[config.mk]
export PLATFORM = sky130hd
export DESIGN_NAME = picture_load_ctrl
export DESIGN_NICKNAME = d
export VERILOG_FILES = /design/src/rtl/picture_pkg.sv /design/src/rtl/rx_gap_timer.sv /design/src/rtl/picture_load_ctrl.sv
export SDC_FILE = /design/constraint.sdc
export NUM_CORES = 1
export LEC_CHECK = 0
export ABC_AREA = 1
export BUFFER_PORTS_ARGS = -buffer_cell sky130_fd_sc_hd__buf_2
export CAP_MARGIN = 5
export CORE_ASPECT_RATIO = 0.9
export CORE_UTILIZATION = 30
export CTS_CLUSTER_SIZE = 30
export DETAILED_ROUTE_END_ITERATION = 8
export HOLD_SLACK_MARGIN = 0.06
export PLACE_DENSITY = 0.52
export SYNTH_ARGS = -nofsm -noshare
export SYNTH_HDL_FRONTEND = slang
export SYNTH_SLANG_ARGS = --single-unit
[constraint.sdc]
create_clock -name clk -period 2.2 [get_ports clk]
set_input_delay 0.22 -clock clk [delete_from_list [all_inputs] [get_ports clk]]
set_output_delay 0.22 -clock clk [all_outputs]
set_load 0.05 [all_outputs]
[src/rtl/picture_pkg.sv]
// picture_pkg: shared definitions for the picture BRAM write-side loader.
//   - default frame geometry and inter-byte timeout
//   - load_state_t: FSM state, encoded so it doubles as the done[1:0] code
//   - pack_pixel(): 3 x 8-bit RGB -> 18-bit {R[7:2],G[7:2],B[7:2]}
package picture_pkg;

  localparam int PIXELS_DEF  = 307200;  // 640x480
  localparam int ADDR_W_DEF  = 19;
  localparam int TIMEOUT_DEF = 20000;
  localparam int PIX_W       = 18;

  // done[1:0] codes seen by the top level and the display side
  localparam logic [1:0] DONE_IDLE     = 2'b00;
  localparam logic [1:0] DONE_LOADING  = 2'b01;
  localparam logic [1:0] DONE_COMPLETE = 2'b10;
  localparam logic [1:0] DONE_ERROR    = 2'b11;

  // State encoding equals the done code, so done is just the state register.
  typedef enum logic [1:0] {
    IDLE     = DONE_IDLE,
    LOAD     = DONE_LOADING,
    COMPLETE = DONE_COMPLETE,
    ERROR    = DONE_ERROR
  } load_state_t;

  // Keep the 6 MSBs of each channel.
  function automatic logic [PIX_W-1:0] pack_pixel(input logic [7:0] r,
                                                  input logic [7:0] g,
                                                  input logic [7:0] b);
    return {r[7:2], g[7:2], b[7:2]};
  endfunction

endpackage

[src/rtl/rx_gap_timer.sv]
// rx_gap_timer: counts clk cycles while enabled and flags when the gap
// between received bytes reaches TIMEOUT cycles.
// Ports:
//   clk      in   system clock
//   reset    in   synchronous active-high reset
//   enable   in   count while high; counter is held at zero while low
//   clear    in   restart the count (a byte arrived); overrides expiry
//   expired  out  high in the cycle whose closing edge would bring the
//                 count to TIMEOUT
module rx_gap_timer #(
  parameter int TIMEOUT = 20000
) (
  input  logic clk,
  input  logic reset,
  input  logic enable,
  input  logic clear,
  output logic expired
);

  localparam int CNT_W = $clog2(TIMEOUT + 1);

  logic [CNT_W-1:0] count_q, count_d;

  always_comb begin
    count_d = count_q;
    if (clear || !enable) begin
      count_d = '0;
    end else begin
      count_d = count_q + CNT_W'(1);
    end
  end

  // A byte arriving in the expiry cycle wins, hence the !clear term.
  assign expired = enable && !clear && (count_q == CNT_W'(TIMEOUT - 1));

  always_ff @(posedge clk) begin
    if (reset) begin
      count_q <= '0;
    end else begin
      count_q <= count_d;
    end
  end

endmodule

[src/rtl/picture_load_ctrl.sv]
// picture_load_ctrl: write-side sequencer for the picture BRAM (side A).
// Collects R,G,B bytes from the UART receiver, packs each triple into an
// 18-bit pixel and writes it at sequential addresses 0..PIXELS-1.
// Ports:
//   clk        in   system clock, all logic on posedge
//   reset      in   synchronous active-high reset
//   rx_data    in   received byte, valid with rx_ready
//   rx_ready   in   one-cycle byte strobe
//   rearm      in   one-cycle pulse: drop the current frame, back to IDLE
//   we         out  one-cycle BRAM write enable per pixel
//   w_address  out  BRAM write address (held between writes)
//   w_data     out  packed pixel {R[7:2],G[7:2],B[7:2]} (held between writes)
//   done       out  00 IDLE, 01 LOADING, 10 COMPLETE, 11 ERROR
module picture_load_ctrl
  import picture_pkg::*;
#(
  parameter int PIXELS  = PIXELS_DEF,
  parameter int ADDR_W  = ADDR_W_DEF,
  parameter int TIMEOUT = TIMEOUT_DEF
) (
  input  logic              clk,
  input  logic              reset,
  input  logic [7:0]        rx_data,
  input  logic              rx_ready,
  input  logic              rearm,
  output logic              we,
  output logic [ADDR_W-1:0] w_address,
  output logic [PIX_W-1:0]  w_data,
  output logic [1:0]        done
);

  localparam logic [ADDR_W-1:0] LAST_ADDR = ADDR_W'(PIXELS - 1);

  load_state_t       state_q, state_d;
  logic [1:0]        phase_q, phase_d;
  logic [7:0]        r_q, r_d;
  logic [7:0]        g_q, g_d;
  logic [ADDR_W-1:0] index_q, index_d;
  logic              we_q, we_d;
  logic [ADDR_W-1:0] w_address_q, w_address_d;
  logic [PIX_W-1:0]  w_data_q, w_data_d;

  logic timer_en;
  logic timer_clr;
  logic timer_expired;

  // Only a partially received pixel can time out; between pixels the
  // sender may pause indefinitely.
  assign timer_en  = (state_q == LOAD) && (phase_q != 2'd0);
  assign timer_clr = rx_ready || rearm;

  rx_gap_timer #(
    .TIMEOUT (TIMEOUT)
  ) u_gap_timer (
    .clk     (clk),
    .reset   (reset),
    .enable  (timer_en),
    .clear   (timer_clr),
    .expired (timer_expired)
  );

  always_comb begin
    state_d     = state_q;
    phase_d     = phase_q;
    r_d         = r_q;
    g_d         = g_q;
    index_d     = index_q;
    we_d        = 1'b0;
    w_address_d = w_address_q;
    w_data_d    = w_data_q;

    if (rearm) begin
      // Overrides any byte in the same cycle; last written address/data stay visible.
      state_d = IDLE;
      phase_d = 2'd0;
      index_d = '0;
    end else begin
      unique case (state_q)
        IDLE: begin
          if (rx_ready) begin
            r_d     = rx_data;
            phase_d = 2'd1;
            state_d = LOAD;
          end
        end
        LOAD: begin
          if (rx_ready) begin
            unique case (phase_q)
              2'd0: begin
                r_d     = rx_data;
                phase_d = 2'd1;
              end
              2'd1: begin
                g_d     = rx_data;
                phase_d = 2'd2;
              end
              default: begin
                we_d        = 1'b1;
                w_address_d = index_q;
                w_data_d    = pack_pixel(r_q, g_q, rx_data);
                phase_d     = 2'd0;
                // Final pixel: go COMPLETE with the write so done flips
                // in the same cycle we is high. Index is left saturated.
                if (index_q == LAST_ADDR) begin
                  state_d = COMPLETE;
                end else begin
                  index_d = index_q + ADDR_W'(1);
                end
              end
            endcase
          end else if (timer_expired) begin
            state_d = ERROR;
            phase_d = 2'd0;
          end
        end
        COMPLETE: ;
        ERROR: ;
        default: state_d = IDLE;
      endcase
    end
  end

  always_ff @(posedge clk) begin
    if (reset) begin
      state_q     <= IDLE;
      phase_q     <= 2'd0;
      r_q         <= '0;
      g_q         <= '0;
      index_q     <= '0;
      we_q        <= 1'b0;
      w_address_q <= '0;
      w_data_q    <= '0;
    end else begin
      state_q     <= state_d;
      phase_q     <= phase_d;
      r_q         <= r_d;
      g_q         <= g_d;
      index_q     <= index_d;
      we_q        <= we_d;
      w_address_q <= w_address_d;
      w_data_q    <= w_data_d;
    end
  end

  assign we        = we_q;
  assign w_address = w_address_q;
  assign w_data    = w_data_q;
  assign done      = state_q;

endmodule

Yosys cells after proc, flatten, opt, wreduce, memory -nomap -nowiden
Index checks and enable logic that the tools add are counted.
{"block": "op_classes", "reduce_logical": 21, "n_bitwise": 5, "addsub": 2, "muxes": 15, "n_eq_ne": 10}
{"op": "8-bit two-way mux", "count": 3}
{"op": "19-bit by 1-bit adder with 19-bit output, second input constant", "count": 1}
{"op": "19-bit == test, second input constant", "count": 1}
{"op": "8-bit case mux with 2 select lines", "count": 1}
{"op": "15-bit by 1-bit adder with 15-bit output, second input constant", "count": 1}
{"op": "15-bit == test, second input constant", "count": 1}
{"op": "2-bit two-way mux", "count": 7}
{"op": "2-bit case mux with 2 select lines", "count": 3}
{"op": "4-bit AND reduction", "count": 3}
{"op": "5-bit AND reduction", "count": 2}
{"op": "3-bit != test, second input constant", "count": 2}
{"op": "2-bit OR reduction", "count": 3}
{"op": "1-bit inverter", "count": 5}
{"op": "2-bit by 1-bit == test with 1-bit output, second input constant", "count": 2}
{"op": "2-bit logical NOT", "count": 2}
{"op": "2-bit != test, second input constant", "count": 2}
{"op": "2-bit nonzero test", "count": 2}
{"op": "4-bit OR reduction", "count": 1}
{"op": "1-bit logical AND", "count": 3}
{"op": "3-bit by 2-bit != test with 1-bit output, second input constant", "count": 1}
{"op": "3-bit AND reduction", "count": 1}
{"op": "1-bit logical NOT", "count": 2}
{"op": "1-bit logical OR", "count": 2}
{"op": "2-bit by 1-bit != test with 1-bit output, second input constant", "count": 1}
{"op": "1-bit two-way mux", "count": 1}
{"block": "word_totals", "output_inout_bits": 40, "input_bits": 12, "register_bits": 92, "elab_cells": 62}

Depth between registers and ports, before layout
Gate-level depths: netlist of the first run.
{"block": "logic_depth", "ltp_word": 7, "mapped_depth": 11, "ltp_nobuf": 10}

Hierarchy
From an unflattened synthesis of the first run, not the netlist that was laid out.
{"block": "unflattened", "cells_unflattened": 541, "hier_area_um2": 3913.8}
{"module": "picture_load_ctrl", "seq_area_each_um2": 1461.4, "cells_per_inst": 423, "area_per_inst_um2": 3130.5, "instances": 1}
{"module": "rx_gap_timer", "seq_area_each_um2": 300.3, "cells_per_inst": 118, "area_per_inst_um2": 783.3, "instances": 1}

Worst setup path after synthesis of the first run
Ideal clock, no wire load.
{"block": "synth_path", "path_type": "flip-flop to flip-flop", "startpoint": "register state_q[0] (netlist: done[0])", "endpoint": "register g_q[2]", "required_time_ps": 2073, "n_path_buf": 1, "path_stages_with_launch": 9, "period_less_slack_ps": 1759, "path_slack_ps": 441, "setup_ps": 127, "t_arrival_ps": 1632, "path_cell_list": "dfxtp_1 > inv_2 > nor2_2 > nand2_1 > nor2_1 > nand2_1 > clkbuf_1 > o21ai_0 > a21oi_1"}
{"block": "synth_between", "elab_chain_len": 2}
{"element": "from (decl)", "line": "picture_load_ctrl.sv:34", "rtl": "load_state_t state_q, state_d;"}
{"element": "from (signal assigned)", "line": "picture_load_ctrl.sv:134", "rtl": "state_q <= state_d;"}
{"element": "2-bit by 1-bit == test with 1-bit output", "line": "picture_load_ctrl.sv:78", "rtl": "unique case (state_q)"}
{"element": "4-bit AND reduction (no source line)"}
{"element": "to (signal assigned)", "line": "picture_load_ctrl.sv:137", "rtl": "g_q <= g_d;"}
{"element": "to (decl)", "line": "picture_load_ctrl.sv:37", "rtl": "logic [7:0] g_q, g_d;"}
No other way between the ends.
A chain may end at the register's enable or synchronous reset.

Worst setup path after layout of the first run
{"block": "layout_path", "startpoint": "register index_q[0]", "endpoint": "register index_q[18]"}
{"block": "layout_between", "elab_chain_len": 3, "elab_cells_between_ends": 4, "cone_classes": "add/sub (1); eq/ne (1); bitwise (1); reduce/logical (1)"}
{"element": "from (decl)", "line": "picture_load_ctrl.sv:38", "rtl": "logic [ADDR_W-1:0] index_q, index_d;"}
{"element": "from (signal assigned)", "line": "picture_load_ctrl.sv:138", "rtl": "index_q <= index_d;"}
{"element": "branches (longest 3 deep; another with 19-bit by 1-bit adder with 19-bit output)"}
Several ways; the timed one is not identified.

==> results of run 1 <==
-- state kept, by name, indices dropped and copies added, names as in the netlist --
name and cells:
done 2, w_address 19, r_q 6, u_gap_timer.count_q 15, g_q 6, phase_q 2, w_data 18, we 1
index_q 19
-- cells in the final DEF (no fill, tap or decap), types with 3 or more instances in the layout --
cell type,synthesis,final
a21oi_1,41,41
a21oi_2,9,9
buf_2,7,49
buf_4,0,6
clkbuf_16,0,9
clkinvlp_4,0,3
dfxtp_1,88,88
inv_1,38,38
inv_2,6,6
nand2_1,81,81
nand2_2,13,13
nand3_1,19,19
nand4_1,9,9
nor2_1,99,99
nor3_1,8,8
o21ai_0,51,51
o21ai_1,6,6
xnor2_1,5,5
xor2_1,8,8
-- synth_stat cells, drive strengths merged --
cell      n  area share (%)
ha        2            0.66
a21oi    50             7.5
inv      44             4.4
dfxtp    88              47
a31o      1            0.23
clkbuf    8            0.79
xor2      8             1.9
nor4      1            0.17
or2       1            0.17
buf       9             1.9
o21ai    57             7.5
nand2    94              10
xnor2     5             1.2
o21a      2            0.40
nor2    103              11
clkinv    1           0.099
nand3    21             3.0
nand4     9             1.5
nor3      8             1.1
-- cells by family (layout without fill, tap and decap cells) --
kind of cell    Yosys count  count (layout)  synth area share [%]
compound gates          110             110                  15.7
simple gates            237             237                  26.9
buf+inv                  62             117                  7.12
xor+xnor                 13              13                  3.01
fa+ha+maj                 2               2                 0.662
flops                    88              88                  46.6
-- routing by layer --
| layer | vias up | routed length (um) | global-route usage [%] |
|---|---|---|---|
| met5 | - | 0 | 0 |
| met4 | 0 | 70 | 3.70 |
| met3 | 5 | 416 | 5.17 |
| met2 | 55 | 3590 | 22.7 |
| met1 | 1440 | 4400 | 18.0 |
| li1 | 1758 | - | - |
-- critical path, stage by stage, from the launching register on --
cell     delay, ns
dfxtp_1       0.46
ha_1          0.24
inv_2         0.06
nor2_4        0.15
nand2_2       0.10
nor2_4        0.11
nand2_2       0.07
nand3_2       0.14
buf_4         0.21
nand2_1       0.06
a21oi_1       0.14
-- per-stage QoR --
step / setup WS (ns) / area (um2)
floorplan: 0.441 / 3780
global placement: 0.396 / 4190
detailed placement: 0.301 / 4190
CTS: 0.389 / 4470
global route: 0.170 / 4470
finish: 0.379 / 4470
-- final cells by class --
cell class / count / area [um2]
clock inverter: 5 / 40.0
sequential: 88 / 1760
multi-input combinational: 362 / 1750
timing repair buffer: 56 / 310
tap: 160 / 200
inverter: 45 / 169
clock buffer: 11 / 243
fill: 1310 / 7700
-- power by group through the flow --
stage | registers, mW | logic (mW) | clock network, mW
floorplan | 1.65 | 0.0538 | 0
finish | 1.61 | 0.0900 | 1.45
detailed placement | 1.64 | 0.0906 | 0
CTS | 1.61 | 0.0909 | 1.50
global route | 1.61 | 0.103 | 1.56
global placement | 1.64 | 0.0900 | 0
-- how the worst max path moves through the flow --
stage | cells past startpoint | slack [ns] | start | endpoint
global placement | 4 | 0.40 | rearm | index_q[1]
floorplan | 8 | 0.44 | done[0] | g_q[2]
finish | 10 | 0.38 | index_q[0] | index_q[18]
CTS | 10 | 0.39 | index_q[0] | index_q[18]
detailed placement | 4 | 0.30 | reset | index_q[6]
global route | 8 | 0.17 | done[1] | g_q[2]
==> metrics, run 1 <==
outcome=completed; Sink Count=88; Final setup viols=0; 1st-pass router iterations=5; CP max FO=7; Routed WL=8.48 mm; CTS Hold Bufs=0; Hold Vio Cnt, Final=0; CTS root buffer=clkbuf_16; drt drc=0; n_diodes=0; Static Leakage=1.67 nW; Cells on Worst Hold Path=2; Fin Setup TNS=0 ns; crit end category=flop; Die Wd=120 um; Mapped Area=0.00378 mm2; Seq/Total Area, Yosys=46.6%; FF+latch count, synth=88; placed instance count=711; CTS clk-pin slew, worst paths=0.07 ns; yosys warns=0; Peak VDD IR=308 uV; routed length per placed instance=11.7 um; pwr dens=704 mW/mm2; post-route clock period utilization=82.8%; Hold EP=g_q[7]; vias per inst=4.48; total net switching power=0.714 mW; Clock power frac=46.0%; I/O Buffers=49; CTS tree=yes; number of global-route vias before repair=3086; Final Max Tran Viols=0; CP required=2.46 ns; Placer Congestion=0.857; # IOs=52; first-pass GRT wire length=14.6 mm; TritonCTS buffer count=9; Worst Hold Class=input port to flop; Synth Net Count=526; vias=3258; gr ovfl total=0; R2R depth=10; Final Skew=0.00544 ns; layout cell share with drive strength beyond 1=18.9%; CTS H-Tree Depth=3; final hold slack=0.0869 ns; Distinct cells, synth=28; Int Pwr=2.43 mW; Total GRT Usage=14.2%; Reg-to-Reg End=index_q[18]; crit path time final=1.82 ns; largest net degree at the start of global routing=39; Max-cap violations=0; Reg-to-Reg Start=index_q[0]; P&R area growth vs syn=18.3%; layout net count=576; setup slack, reg-to-reg=0.38 ns; Syn Area/Cell=7.38 um2; CP arrival=2.08 ns; crit start category=flop; Tot Pwr=3.15 mW; Sw Share=22.7%; insertion delay to the later sink of the worst-skew pair=0.34 ns; post-synthesis cell count=512; Post-Route Utilization=36.7%; Least-Margin Pin Slew=0.666 ns; die span in y=108 um; clk buf depth=2; RSZ-0062 raised after global routing=no; Detailed Route Iter0 Violations=225; Die ar.=0.0130 mm2; Post-CTS Repair Setup Buffers=0; Final HPWL DP=6.22 mm; initial antenna violation count=0; Non-Filler Instances=727; Slew HR=55.3%; Reg power frac=51.1%; Comb pwr share=2.9%; HP Start=reset; post-CTS resize count=0; initial core utilization=31.0%; Max Fclk=549 MHz; Core Box Area=0.0122 mm2; row count=38; WS Path Type=flop to flop; Antenna Nets Post-Route=0
(Power assumes the default switching activity.)
==> run 2: changes to the inputs <==
PLACE_DENSITY = 0.54   (was 0.52)
clock period = 1.45 ns   (was 2.2 ns; I/O delays follow)
==> metrics, run 2 (synthesized netlist as in run 1, its figures left out) <==
initial core utilization=31.0%; P&R area growth vs syn=35.6%; Reg power frac=49.8%; Reg-to-Reg Start=index_q[0]; Hold Vio Cnt, Final=0; CP required=1.68 ns; crit start category=flop; Least-Margin Pin Slew=0.314 ns; pwr dens=953 mW/mm2; layout net count=624; WS Path Type=flop to flop; CP max FO=13; Tot Pwr=4.88 mW; total net switching power=1.18 mW; I/O Buffers=49; HP Start=rx_data[6]; Sw Share=24.2%; Worst Hold Class=input port to flop; initial antenna violation count=0; Peak VDD IR=575 uV; Fin Setup TNS=0 ns; fillers=1271; gr ovfl total=0; crit path time final=1.44 ns; insertion delay to the later sink of the worst-skew pair=0.34 ns; Routed WL=9.60 mm; Levels on crit path=10; # IOs=52; Worst Setup EP=index_q[2]; Placer Congestion=0.860; CP startpoint=index_q[0]; Die Wd=120 um; CP arrival=1.67 ns; Final HPWL DP=6.64 mm; family with the most delay on the worst path=simple AND/OR/NAND/NOR gates; outcome=completed; row count=38; Clock power frac=46.8%; Final Skew=0.00716 ns; largest net degree at the start of global routing=44; vias per inst=4.57; Max-cap violations=0; crit end category=flop; Slowest-stage cell, CP=dfxtp_4; Int Pwr=3.70 mW; Total GRT Usage=15.0%; number of global-route vias before repair=3317; post-route clock period utilization=99.4%; final hold slack=0.0963 ns; Max Fclk=694 MHz; Core Box Area=0.0122 mm2; Detailed Route Iter0 Violations=183; commonest non-fill, non-tap cell in the layout=nor2_1; crit-path cells=ha_4, inv_2, nor2_4, nand2_2, nor2_4, nand2_2, nand3_4, buf_12, o21ai_0, a21oi_1; CTS root buffer=clkbuf_16; Sink Count=88; Final setup viols=0; Reg-to-Reg End=index_q[2]; R2R depth=10; Die ar.=0.0130 mm2; Final Max Tran Viols=0; vias=3544; first-pass GRT wire length=15.6 mm; n_diodes=0; CTS tree=yes; clk buf depth=2; Placed Area=0.00452 mm2; setup slack, reg-to-reg=0.008 ns; RSZ-0062 raised after global routing=yes; routed length per placed instance=12.4 um; Crit path largest cell delay=0.35 ns; drt drc=0; TritonCTS buffer count=9; layout cell share with drive strength beyond 1=32.0%; Antenna Nets Post-Route=0; Buf+Inv Stages, Crit Path=2; die span in y=108 um; CTS clk-pin slew, worst paths=0.07 ns; Comb pwr share=3.4%; 1st-pass router iterations=4; Static Leakage=1.97 nW; final instance area=0.00512 mm2; CTS H-Tree Depth=3; most frequent cells in the layout=86 x nor2_1, 76 x dfxtp_1, 73 x nand2_1, 49 x buf_2, 44 x o21ai_0; Slew HR=78.9%
==> run 2: cell count changes in the layout (fill, tap and decap cells not counted), sizes merged <==
| cell | change |
|---|---|
| clkbuf | -1 |
| dlygate4sd3 | +1 |
| buf | +45 |
| clkinvlp | -3 |
| clkinv | +4 |
| inv | +1 |
| nand2 | +1 |
==> run 2: final cells by class <==
type	count	area (um2)	share of cell area, %
timing repair buffer	103	743	14.5
clock buffer	9	225	4.40
multi-input combinational	363	1910	37.3
clock inverter	7	76.3	1.49
sequential	88	1790	34.9
tap	160	200	3.91
inverter	45	181	3.54
==> run 2: worst min path at each step <==
stage               slack, ns  cells past startpoint         to
floorplan                0.21                      1     g_q[7]
global placement         0.37                      2     g_q[7]
detailed placement       0.37                      2         we
CTS                      0.08                      3  w_data[5]
global route             0.12                      3     r_q[6]
finish                    0.1                      3     r_q[6]
==> run 2: power groups by stage <==
stage	sequential, mW	combinational [mW]	clock, mW
floorplan	2.49	0.0835	0
global placement	2.49	0.149	0
detailed placement	2.49	0.152	0
CTS	2.43	0.156	2.37
global route	2.43	0.187	2.48
finish	2.43	0.168	2.28
==> run 2: stage by stage <==
stage / cells / util (%) / setup WS, ns
floorplan: 512 / - / 0.00321
global placement: 747 / 37.1 / -0.0780
detailed placement: 747 / 37.1 / -0.0959
CTS: 767 / 40.0 / 0.00204
global route: 775 / 42.1 / -0.0757
finish: 775 / 42.1 / 0.00815
==> run 2: repair_timing <==
item,4_1_cts,5_1_grt
hold buffers,1,0
resized for setup,8,55
gates cloned,0,2
setup buffers,3,6
pin swaps,3,10
endpoints found under the hold margin,2,0
endpoints found under the setup margin,25,72
==> run 2: routing by layer <==
| metal | GRT usage (%) | vias to the layer above | wire, um |
|---|---|---|---|
| li1 | - | 1859 | - |
| met5 | 0 | - | 0 |
| met4 | 4.41 | 0 | 73 |
| met2 | 24.8 | 60 | 4460 |
| met3 | 3.96 | 8 | 415 |
| met1 | 19.2 | 1617 | 4650 |
==> run 2: tightest hold or removal path, stage by stage <==
cell     delay, ns
buf_2         0.10
o21ai_0       0.08
nor2_1        0.08
